### src/rtl/axis2xgmii32.sv
// AXI-Stream to 32-bit XGMII TX framer: preamble/SFD insertion, optional minimum-size
// padding, CRC-32 FCS append, terminate, inter-frame gap, underrun abort.
module axis2xgmii32 #(
   parameter int P_PAD_EN    = 1,
   parameter int P_IFG_WORDS = 2
) (
   input  logic        clk_i,
   input  logic        rst_n_i,
   input  logic [31:0] tdata_i,
   input  logic [1:0]  tvldb_i,
   input  logic        tvalid_i,
   input  logic        tlast_i,
   output logic        tready_o,
   input  logic        xgmii_rdy_i,
   output logic [31:0] xgmii_d_o,
   output logic [3:0]  xgmii_c_o,
   output logic [31:0] frames_o,
   output logic [31:0] underruns_o
);

   typedef enum logic [2:0] {
      S_IDLE, S_PREAMBLE, S_DATA, S_PAD, S_FCS, S_TERM, S_IFG, S_DROP
   } state_t;

   localparam logic [31:0] IDLE_D  = 32'h07070707;
   localparam logic [31:0] START_D = 32'h555555FB;
   localparam logic [31:0] PRE_D   = 32'hD5555555;
   localparam logic [31:0] ERR_D   = 32'hFEFEFEFE;
   localparam logic [15:0] IFG_LAST = 16'(P_IFG_WORDS - 1);
   localparam state_t      AFTER_TERM = (P_IFG_WORDS == 0) ? S_IDLE : S_IFG;

   state_t      state, state_nxt;
   logic [31:0] crc, crc_nxt;
   logic [6:0]  cnt, cnt_nxt;
   logic [1:0]  rem, rem_nxt;
   logic [15:0] ifg_cnt, ifg_nxt;
   logic [31:0] d_nxt, frames_nxt, under_nxt;
   logic [3:0]  c_nxt;

   logic [2:0]  n_vld;
   logic [31:0] beat_masked, crc_part, crc_full, crc_zero, fcs_part, fcs_reg;
   logic [31:0] fcs_ins, fcs_tail;
   logic [7:0]  total;
   logic        need_pad;

   // Reflected CRC-32 (poly 0x04C11DB7) over the low nbytes lanes of a word, lane 0 first.
   function automatic logic [31:0] crc_upd(input logic [31:0] crc_in,
                                           input logic [31:0] word,
                                           input logic [2:0]  nbytes);
      logic [31:0] c;
      c = crc_in;
      for (int b = 0; b < 4; b++) begin
         if (b < int'(nbytes)) begin
            c = c ^ {24'h0, word[8*b +: 8]};
            for (int j = 0; j < 8; j++)
               c = c[0] ? ((c >> 1) ^ 32'hEDB88320) : (c >> 1);
         end
      end
      return c;
   endfunction

   function automatic logic [6:0] cnt_add(input logic [6:0] c, input logic [2:0] n);
      logic [7:0] s;
      s = {1'b0, c} + {5'h0, n};
      return (s > 8'd127) ? 7'd127 : s[6:0];
   endfunction

   assign tready_o = xgmii_rdy_i && ((state == S_DATA) || (state == S_DROP));

   always_comb begin
      n_vld = tlast_i ? ({1'b0, tvldb_i} + 3'd1) : 3'd4;
      beat_masked = 32'h0;
      for (int i = 0; i < 4; i++)
         beat_masked[8*i +: 8] = (3'(i) < n_vld) ? tdata_i[8*i +: 8] : 8'h00;
      total    = {1'b0, cnt} + {5'h0, n_vld};
      need_pad = (P_PAD_EN != 0) && tlast_i && (total < 8'd60);
      crc_part = crc_upd(crc, beat_masked, n_vld);
      crc_full = crc_upd(crc, beat_masked, 3'd4);
      crc_zero = crc_upd(crc, 32'h0, 3'd4);
      fcs_part = ~crc_part;
      fcs_reg  = ~crc;
      // FCS bytes shifted so lane k onward holds FCS byte 0 onward.
      fcs_ins  = fcs_part << {n_vld, 3'b000};
      // Remaining FCS bytes moved down to lane 0 for the terminate word.
      fcs_tail = fcs_reg >> {(3'd4 - {1'b0, rem}), 3'b000};
   end

   always_comb begin
      state_nxt  = state;
      crc_nxt    = crc;
      cnt_nxt    = cnt;
      rem_nxt    = rem;
      ifg_nxt    = ifg_cnt;
      d_nxt      = xgmii_d_o;
      c_nxt      = xgmii_c_o;
      frames_nxt = frames_o;
      under_nxt  = underruns_o;
      case (state)
         S_IDLE: begin
            d_nxt = IDLE_D;
            c_nxt = 4'hF;
            if (tvalid_i) begin
               d_nxt     = START_D;
               c_nxt     = 4'h1;
               state_nxt = S_PREAMBLE;
            end
         end
         S_PREAMBLE: begin
            d_nxt     = PRE_D;
            c_nxt     = 4'h0;
            crc_nxt   = 32'hFFFFFFFF;
            cnt_nxt   = 7'd0;
            rem_nxt   = 2'd0;
            state_nxt = S_DATA;
         end
         S_DATA: begin
            if (!tvalid_i) begin
               d_nxt     = ERR_D;
               c_nxt     = 4'hF;
               under_nxt = underruns_o + 32'd1;
               state_nxt = S_DROP;
            end else begin
               c_nxt   = 4'h0;
               cnt_nxt = cnt_add(cnt, n_vld);
               if (!tlast_i) begin
                  d_nxt   = tdata_i;
                  crc_nxt = crc_part;
               end else if (need_pad) begin
                  d_nxt     = beat_masked;
                  crc_nxt   = crc_full;
                  cnt_nxt   = cnt_add(cnt, 3'd4);
                  state_nxt = (cnt_add(cnt, 3'd4) >= 7'd60) ? S_FCS : S_PAD;
               end else if (n_vld == 3'd4) begin
                  d_nxt     = tdata_i;
                  crc_nxt   = crc_part;
                  state_nxt = S_FCS;
               end else begin
                  // Short last beat: the leading FCS bytes share this word.
                  for (int i = 0; i < 4; i++)
                     d_nxt[8*i +: 8] = (3'(i) < n_vld) ? beat_masked[8*i +: 8]
                                                       : fcs_ins[8*i +: 8];
                  crc_nxt   = crc_part;
                  rem_nxt   = n_vld[1:0];
                  state_nxt = S_TERM;
               end
            end
         end
         S_PAD: begin
            d_nxt   = 32'h0;
            c_nxt   = 4'h0;
            crc_nxt = crc_zero;
            cnt_nxt = cnt_add(cnt, 3'd4);
            if (cnt_add(cnt, 3'd4) >= 7'd60)
               state_nxt = S_FCS;
         end
         S_FCS: begin
            d_nxt     = fcs_reg;
            c_nxt     = 4'h0;
            rem_nxt   = 2'd0;
            state_nxt = S_TERM;
         end
         S_TERM: begin
            for (int i = 0; i < 4; i++) begin
               if (2'(i) < rem) begin
                  d_nxt[8*i +: 8] = fcs_tail[8*i +: 8];
                  c_nxt[i]        = 1'b0;
               end else if (2'(i) == rem) begin
                  d_nxt[8*i +: 8] = 8'hFD;
                  c_nxt[i]        = 1'b1;
               end else begin
                  d_nxt[8*i +: 8] = 8'h07;
                  c_nxt[i]        = 1'b1;
               end
            end
            frames_nxt = frames_o + 32'd1;
            ifg_nxt    = 16'd0;
            state_nxt  = AFTER_TERM;
         end
         S_IFG: begin
            d_nxt = IDLE_D;
            c_nxt = 4'hF;
            if (ifg_cnt == IFG_LAST)
               state_nxt = S_IDLE;
            else
               ifg_nxt = ifg_cnt + 16'd1;
         end
         S_DROP: begin
            d_nxt = IDLE_D;
            c_nxt = 4'hF;
            if (tvalid_i && tlast_i) begin
               ifg_nxt   = 16'd0;
               state_nxt = AFTER_TERM;
            end
         end
         default: begin
            d_nxt     = IDLE_D;
            c_nxt     = 4'hF;
            state_nxt = S_IDLE;
         end
      endcase
   end

   always_ff @(posedge clk_i or negedge rst_n_i) begin
      if (!rst_n_i) begin
         state       <= S_IDLE;
         crc         <= 32'hFFFFFFFF;
         cnt         <= 7'd0;
         rem         <= 2'd0;
         ifg_cnt     <= 16'd0;
         xgmii_d_o   <= IDLE_D;
         xgmii_c_o   <= 4'hF;
         frames_o    <= 32'd0;
         underruns_o <= 32'd0;
      end else if (xgmii_rdy_i) begin
         state       <= state_nxt;
         crc         <= crc_nxt;
         cnt         <= cnt_nxt;
         rem         <= rem_nxt;
         ifg_cnt     <= ifg_nxt;
         xgmii_d_o   <= d_nxt;
         xgmii_c_o   <= c_nxt;
         frames_o    <= frames_nxt;
         underruns_o <= under_nxt;
      end
   end

endmodule

### config.mk
export PLATFORM = sky130hd
export DESIGN_NAME = axis2xgmii32
export DESIGN_NICKNAME = d
export VERILOG_FILES = /design/src/rtl/axis2xgmii32.sv
export SDC_FILE = /design/constraint.sdc
export NUM_CORES = 1
export LEC_CHECK = 0
export CORE_AREA = 8 8 165 229
export DETAILED_ROUTE_END_ITERATION = 8
export DIE_AREA = 0 0 173 237
export PLACE_DENSITY = 0.89
export RECOVER_POWER = 25
export SYNTH_ARGS = -nofsm -noshare
export SYNTH_HDL_FRONTEND = slang
export SYNTH_SLANG_ARGS = --single-unit
### constraint.sdc
create_clock -name clk_i -period 5.8 [get_ports clk_i]
set_input_delay 1.16 -clock clk_i [delete_from_list [all_inputs] [get_ports clk_i]]
set_output_delay 1.16 -clock clk_i [all_outputs]
set_load 0.05 [all_outputs]
==> run_results.csv, run 1 <==
group,metric,value,unit
logic_synthesis,synth_area_leader_cell,"xnor2_1",
logic_synthesis,syn_nets,2484,
outcome,stop_stage,"global routing (5_1_grt)",
die,io_pins,140,
logic_synthesis,yosys-top-cells-area,"xnor2_1, dfrtp_1, xor2_1",
global_routing,grt_usage,74.5,%
logic_synthesis,ys_types,107,
global_routing,grt_pass1_wl,232,mm
cts,cts_num_sinks,160,
logic_synthesis,synth_cells,2431,
place,io_buffers,139,
place,placed_area,0.0267,sq mm
logic_synthesis,synthDominantCellAreaShare,21.8,%
die,initial_core_util,61.1,%
die,dieWidth,173,um
cts,h-tree-depth,4,
die,die_y,237,um
cts,cts_made_buffers,17,
cts,clk_path_buf_depth,2,
logic_synthesis,synth-main-ff-cell,"dfrtp_1",
logic_synthesis,synth_area,0.0210,sq mm
die,num_rows,81,
logic_synthesis,synth_edf_count,0,
outcome,firstError,"[ERROR GRT-0116] Global routing finished with congestion. Check the congestion regions in the DRC Viewer.",
logic_synthesis,yosys_warnings,0,
place,place.gp.congestion,1.31,
cts,hold_buffers,0,
outcome,status,"stopped before the end",
global_routing,grt.overflow.total,770,
logic_synthesis,async_flop_share,100,%
logic_synthesis,yosysSeqAreaShare,19.3,%
global_routing,grt_pass1_vias,31307,
global_routing,grt_max_degree,68,
logic_synthesis,synth_seq_cells,160,
logic_synthesis,synth_area_per_cell,8.66,sq um
cts,root_buffer,"clkbuf_16",
place,post-dp-hpwl,79.0,mm
## synthesized netlist by cell type (16+ instances only)
library cell    n
nand3_1        53
xor2_1        190
a211oi_1       23
nand2_1       230
o21a_1         17
nand4_1        16
dfstp_2        48
nor2_1        201
o22ai_1        23
mux2i_1        51
o21ai_0       123
inv_1          26
buf_1          25
clkbuf_1      101
nor3_1         32
a21oi_1       139
dfrtp_1       112
xnor2_1       523
and3_1         20
xnor3_1        49
a31oi_1        24
o221ai_1       30
o211ai_1       24
## metrics by stage
stage	hold WS (ns)	util, %	setup WS [ns]	cells
2_1_floorplan	0.506	-	-0.166	2431
3_3_place_gp	0.460	77.6	-1.12	3420
3_5_place_dp	0.462	77.6	-1.48	3420
4_1_cts	0.485	82.6	-0.0320	3501
## cells by family after synthesis
kind of cell | Yosys count | synth area share [%]
fa+ha+maj | 14 | 0.868
mux | 68 | 3.45
xor+xnor | 827 | 41.7
compound gates | 542 | 17.2
simple gates | 641 | 13.9
buf+inv | 179 | 3.56
flops | 160 | 19.3
## what timing repair did
item	in CTS
endpoints found under the setup margin	63
resized for setup	155
cloned	1
pin swaps	59
setup buffers	49
## per-layer routing
metal | overflow | track usage, %
met1 | 38 | 70.6
met2 | 423 | 89.5
met3 | 31 | 65.2
met4 | 275 | 73.7
met5 | 3 | 43.0
==> inputs of run 2 (changes only) <==
- CORE_AREA: 8 8 165 229 -> 8 8 239 241
- DIE_AREA: 0 0 173 237 -> 0 0 247 249
- PLACE_DENSITY: 0.89 -> not set
- PLACE_DENSITY_LB_ADDON: not set -> 0.15
==> run 2 against run 1 <==
Compared with the run above: area after synthesis did not move; synthesized cell count did not move; the flow now finishes, with violations (capacitance limit, slew limit, setup timing).
==> run_results.csv, run 2 <==
group,metric,value,unit
worst_setup_path,cp-start-kind,"primary input",
global_routing,grt_max_degree,103,
sta,rsz0062_at_grt,"yes",
cells_and_area,fillers,4720,
sta,period_needed,6.02,ns
cells_and_area,layout.nets,3219,
worst_setup_path,reg2reg_depth,22,
place,post-place-ws,-1.45,ns
sta,skew,0.0111,ns
logic_synthesis,async_flop_share,100,%
logic_synthesis,synth_area_leader_cell,"xnor2_1",
sta,fin_crit_sh,104,%
cts,cts_made_buffers,17,
cells_and_area,drive_gt1_share,35.6,%
worst_setup_path,slowest_delay,0.50,ns
sta,final-setup-viol-count,42,
sta,timing.fmax,166,MHz
hold_path,hold_depth,2,
worst_setup_path,criticalPathCategory,"in -> reg",
worst_setup_path,crit_fanout,8,
detailed_routing,ant_nets,0,
cts,root_buffer,"clkbuf_16",
logic_synthesis,yosysMostFrequentCell,"xnor2_1",
place,place.gp.congestion,1.06,
logic_synthesis,synth_seq_cells,160,
sta,slew_headroom,-80.5,%
logic_synthesis,ys_types,107,
sta,hold_viol,0,
worst_setup_path,slowest_stage,"xnor3_2",
sta,worst-slew-pin-transition,2.71,ns
detailed_routing,drc,0,
global_routing,grt_pass1_vias,21886,
detailed_routing,post_drt_via_cell_ratio,5.76,
cts,cts_num_sinks,160,
job,maxCapViolCount,1,
logic_synthesis,syn_nets,2484,
sta,fin_ws,-0.216,ns
worst_setup_path,end_kind,"register",
sta,holdWs,0.480,ns
global_routing,grt_usage,32.6,%
die,initial_core_util,39.5,%
logic_synthesis,synth_cells,2431,
cts,path_clk_slew,0.07,ns
cts,h-tree-depth,4,
detailed_routing,drt_iter0_markers,2321,
logic_synthesis,netlist_top_cells_count,"xnor2_1, nand2_1, nor2_1, xor2_1, a21oi_1",
place,post-dp-hpwl,83.4,mm
cells_and_area,final_cell_mix,"buf_4, xnor2_1, nand2_1",
die,coreArea,0.0533,sq mm
hold_path,hp-class,"reg -> reg",
die,io_pins,140,
outcome,violations,"capacitance limit, slew limit, setup timing",
sta,drv_slew,103,
cts,cts_tree,"done",
detailed_routing,wl_met1,42.0,mm
worst_setup_path,required,6.17,ns
cts,clock_latency,0.46,ns
logic_synthesis,synth_area,0.0210,sq mm
detailed_routing,wl_met3,9.27,mm
logic_synthesis,synth_edf_count,0,
worst_setup_path,cp.buffers_inverters,9,
worst_setup_path,cp.arrival,6.39,ns
logic_synthesis,synth-main-ff-cell,"dfrtp_1",
cells_and_area,multiInputGateArea,0.0179,sq mm
global_routing,antenna_found_initial,1,
cts,clk_path_buf_depth,2,
worst_setup_path,crit_cells,27,
detailed_routing,route.final.wire_length,104,mm
die,die_area,0.0615,sq mm
die,dieWidth,247,um
worst_setup_path,crit_family,"XOR/XNOR gates",
global_routing,grt_pass1_wl,149,mm
detailed_routing,dr.max_layer_used,"met4",
cells_and_area,layout_commonest_cell,"buf_4",
logic_synthesis,synthDominantCellAreaShare,21.8,%
detailed_routing,route.met2.wl,45.5,mm
die,die_y,249,um
cells_and_area,area_delta_synth_final,46.8,%
sta,fin_setup_tns,-3.41,ns
die,num_rows,85,
outcome,status,"finished with violations",
global_routing,grt.overflow.total,0,
logic_synthesis,yosys_warnings,0,
detailed_routing,post_drt_wl_per_cell,26.9,um
logic_synthesis,yosysSeqAreaShare,19.3,%
place,io_buffers,139,
cts,hold_buffers,0,
detailed_routing,vias,22319,
logic_synthesis,yosys-top-cells-area,"xnor2_1, dfrtp_1, xor2_1",
cells_and_area,regArea,0.00406,sq mm
detailed_routing,firstDrtPassIters,6,
logic_synthesis,synth_area_per_cell,8.66,sq um
run 2: cell counts after synthesis:
No cell type changed its count.
run 2: path summary, 6_finish.rpt:
path | slack, ns | startpoint | end
worst max-delay path | -0.22 | tvldb_i[1] | xgmii_d_o[30]
worst min-delay path | 0.48 | xgmii_c_o[3] | xgmii_c_o[3]
worst max register to register | 0.15 | crc[1] | crc[26]
worst min register to register | 0.48 | xgmii_c_o[3] | xgmii_c_o[3]
max in group asynchronous | 2.55 | rst_n_i | crc[8]
min in group asynchronous | 1.53 | rst_n_i | frames_o[18]
run 2: timing repair:
item,in CTS,in global routing
buffers inserted,73,41
cloned,2,0
resized for setup,174,159
pin swaps,109,103
setup endpoints to repair,63,63
run 2: logic make-up (layout without fill, tap and decap cells):
| kind of cell | after synthesis | in the layout | share of synthesized area [%] |
|---|---|---|---|
| compound gates | 542 | 542 | 17.2 |
| xor+xnor | 827 | 827 | 41.7 |
| fa+ha+maj | 14 | 14 | 0.868 |
| buf+inv | 179 | 927 | 3.56 |
| flops | 160 | 160 | 19.3 |
| mux | 68 | 68 | 3.45 |
| other cells | 0 | 1 | 0 |
| simple gates | 641 | 641 | 13.9 |
run 2: per-layer routing:
| layer | vias up | track usage, % |
|---|---|---|
| li1 | 9876 | - |
| met1 | 10892 | 43.0 |
| met2 | 1223 | 49.7 |
| met3 | 328 | 5.36 |
| met4 | 0 | 19.0 |
| met5 | - | 0 |
run 2: worst reg2reg max path, cell delays in order, from the launching register on:
cell and delay, ns:
dfstp_2 0.78, xor2_4 0.31, buf_4 0.18, xor2_2 0.31
xnor2_2 0.19, xor3_2 0.33, a21oi_4 0.09, buf_4 0.17
or4_4 0.52, a21bo_1 0.22, buf_6 0.13, o211ai_4 0.11
buf_6 0.16, xor2_4 0.19, xnor2_4 0.09, a21oi_4 0.21
buf_12 0.15, xor2_4 0.25, xnor3_2 0.39, xnor2_4 0.28
nand2_1 0.10, a221oi_2 0.28, o22a_1 0.17
run 2: layout make-up:
type                            instances  share of cell area (%)
Antenna cell                            1                 0.00810
Clock buffer                           17                    1.38
Clock inverter                         15                   0.684
Inverter                               28                   0.340
Multi-Input combinational cell       2092                    57.9
Sequential cell                       160                    13.2
Tap cell                              696                    2.82
Timing Repair Buffer                  867                    23.7
run 2: stage by stage:
| stage | instance area (sq um) | instances | utilization (%) |
|---|---|---|---|
| 3_3_place_gp | 27700 | 3741 | 52.0 |
| 5_1_grt | 30900 | 3875 | 58.0 |
| 4_1_cts | 29800 | 3843 | 55.9 |
| 3_5_place_dp | 27700 | 3741 | 52.0 |
| 2_1_floorplan | 21200 | 2431 | - |
| 6_report | 30900 | 3876 | 58.0 |
Power of run 2 is not shown: default switching activity piles up to over one toggle a cycle in this logic, so the estimate is an artifact.
==> inputs of run 3 (changes only) <==
- CORE_AREA: 8 8 239 241 -> 8 8 255 257
- DIE_AREA: 0 0 247 249 -> 0 0 263 265
- PLACE_DENSITY_LB_ADDON: 0.15 -> not set
==> run 3 against run 2 <==
Compared with the run above: the run still ends with capacitance limit, slew limit, setup timing left; die area up 13%; sequential share of layout area about the same; first-iteration DRC count up 11%; register-to-register slack better by 0.03 ns; cell count up 2.2%; worst hold slack worse by 0.0093 ns; highest routed layer is now met5; largest cell class unchanged; cell area down 0.36%.
==> run_results.csv, run 3 (synthesis gave the netlist of run 2 again) <==
group,metric,value,unit
outcome,violations,"capacitance limit, slew limit, setup timing",
cts,path_clk_slew,0.06,ns
detailed_routing,post_drt_wl_per_cell,27.0,um
cts,clk_path_buf_depth,2,
cells_and_area,layout.nets,3211,
place,placed_area,0.0278,sq mm
place,post-place-ws,-1.43,ns
worst_setup_path,end_kind,"register",
place,io_buffers,139,
sta,fin_crit_sh,103,%
cts,cts_tree,"done",
sta,rsz0062_at_grt,"yes",
sta,hold_viol,0,
die,num_rows,91,
cts,clock_latency,0.46,ns
place,post-dp-hpwl,85.7,mm
sta,period_needed,5.95,ns
detailed_routing,post_drt_via_cell_ratio,5.65,
hold_path,hp-class,"reg -> reg",
sta,skew,0.0198,ns
die,die_y,265,um
worst_setup_path,required,6.19,ns
cts,cts_made_buffers,17,
detailed_routing,drt_iter0_markers,2568,
die,coreArea,0.0610,sq mm
outcome,status,"finished with violations",
detailed_routing,firstDrtPassIters,8,
detailed_routing,drc,0,
die,io_pins,140,
detailed_routing,ant_nets,0,
worst_setup_path,cp-start-kind,"primary input",
cells_and_area,final_cell_mix,"buf_4, xnor2_1, nand2_1",
cts,cts_num_sinks,160,
global_routing,grt_pass1_wl,153,mm
cts,root_buffer,"clkbuf_16",
detailed_routing,vias,22388,
die,die_area,0.0697,sq mm
cells_and_area,layout_commonest_cell,"buf_4",
worst_setup_path,rrSetupSlack,0.18,ns
sta,final-setup-viol-count,27,
job,maxCapViolCount,1,
die,dieWidth,263,um
global_routing,grt.overflow.total,0,
worst_setup_path,crit_fanout,6,
place,dp.cells,3830,
cells_and_area,final_area,0.0308,sq mm
cells_and_area,post-route-util,50.4,%
cells_and_area,fin_cells,3961,
cells_and_area,area_delta_synth_final,46.3,%
cts,h-tree-depth,4,
worst_setup_path,criticalPathCategory,"in -> reg",
worst_setup_path,cp.arrival,6.33,ns
global_routing,grt_max_degree,87,
place,place.gp.congestion,1.08,
die,initial_core_util,34.5,%
sta,worst-slew-pin-transition,4.66,ns
sta,drv_slew,75,
sta,timing.fmax,168,MHz
cts,hold_buffers,0,
global_routing,antenna_found_initial,3,
cells_and_area,drive_gt1_share,35.0,%
global_routing,grt_pass1_vias,22467,
global_routing,grt_usage,29.4,%
sta,fin_ws,-0.147,ns
sta,slew_headroom,-211,%
detailed_routing,route.final.wire_length,107,mm
[run 3: changes by cell type in the layout (fill, tap and decap cells not counted), moves of 5 or more]
cell,change
o221ai_2,-7
nor2_1,+5
xor2_4,-6
nor2_2,-6
buf_12,-6
buf_6,+8
buf_4,-8
[run 3: timing repair]
action / in CTS / in global routing
setup buffers: 64 / 47
gates cloned: 1 / 0
endpoints found under the setup margin: 63 / 62
pin swaps: 80 / 106
resized for setup: 160 / 171
[run 3: through the flow]
stage | hold slack [ns] | setup TNS (ns)
3_5_place_dp | 0.462 | -68.10
4_1_cts | 0.475 | 0
2_1_floorplan | 0.506 | -0.820
3_3_place_gp | 0.463 | -64.28
6_report | 0.471 | -1.75
5_1_grt | 0.493 | -5.85
[run 3: final cells by class]
type,instances,area (sq um)
fill,5678,30200
multi-input combinational,2092,17800
timing repair buffer,859,7210
sequential,160,4060
tap,790,988
clock buffer,20,447
clock inverter,11,128
inverter,28,105
antenna,1,2.50
[run 3: metal layers]
metal | global-route usage (%) | share of wire (%) | up-vias
met4 | 16.1 | 6.5 | 2
met1 | 36.4 | 39 | 10893
li1 | - | - | 9867
met2 | 46.9 | 44 | 1294
met5 | 0 | 0.018 | -
met3 | 6.89 | 10 | 332
[run 3: critical path, cell delays in order]
cell	delay, ns
buf_8	0.10
ha_4	0.26
or3b_4	0.42
buf_12	0.15
nand2_8	0.05
xor2_2	0.18
xnor3_2	0.49
xor3_2	0.49
nor4b_4	0.17
or3_4	0.42
o211ai_4	0.35
xor2_2	0.20
xnor3_1	0.25
a22oi_2	0.18
buf_6	0.16
buf_8	0.15
buf_12	0.11
xnor2_4	0.08
buf_6	0.13
buf_6	0.12
xnor2_4	0.13
a311oi_2	0.36
o22a_1	0.20
[run 3: worst paths after layout]
kind                       depth (start not counted)             from               to
setup / recovery                                  23       tvldb_i[0]          crc[21]
hold / removal                                     1  underruns_o[31]  underruns_o[31]
setup reg to reg                                  21           crc[1]          crc[19]
hold reg to reg                                    1  underruns_o[31]  underruns_o[31]
max in group asynchronous                          1          rst_n_i    xgmii_d_o[11]
min in group asynchronous                          1          rst_n_i     frames_o[18]
Power of run 3 is left out for the same reason.
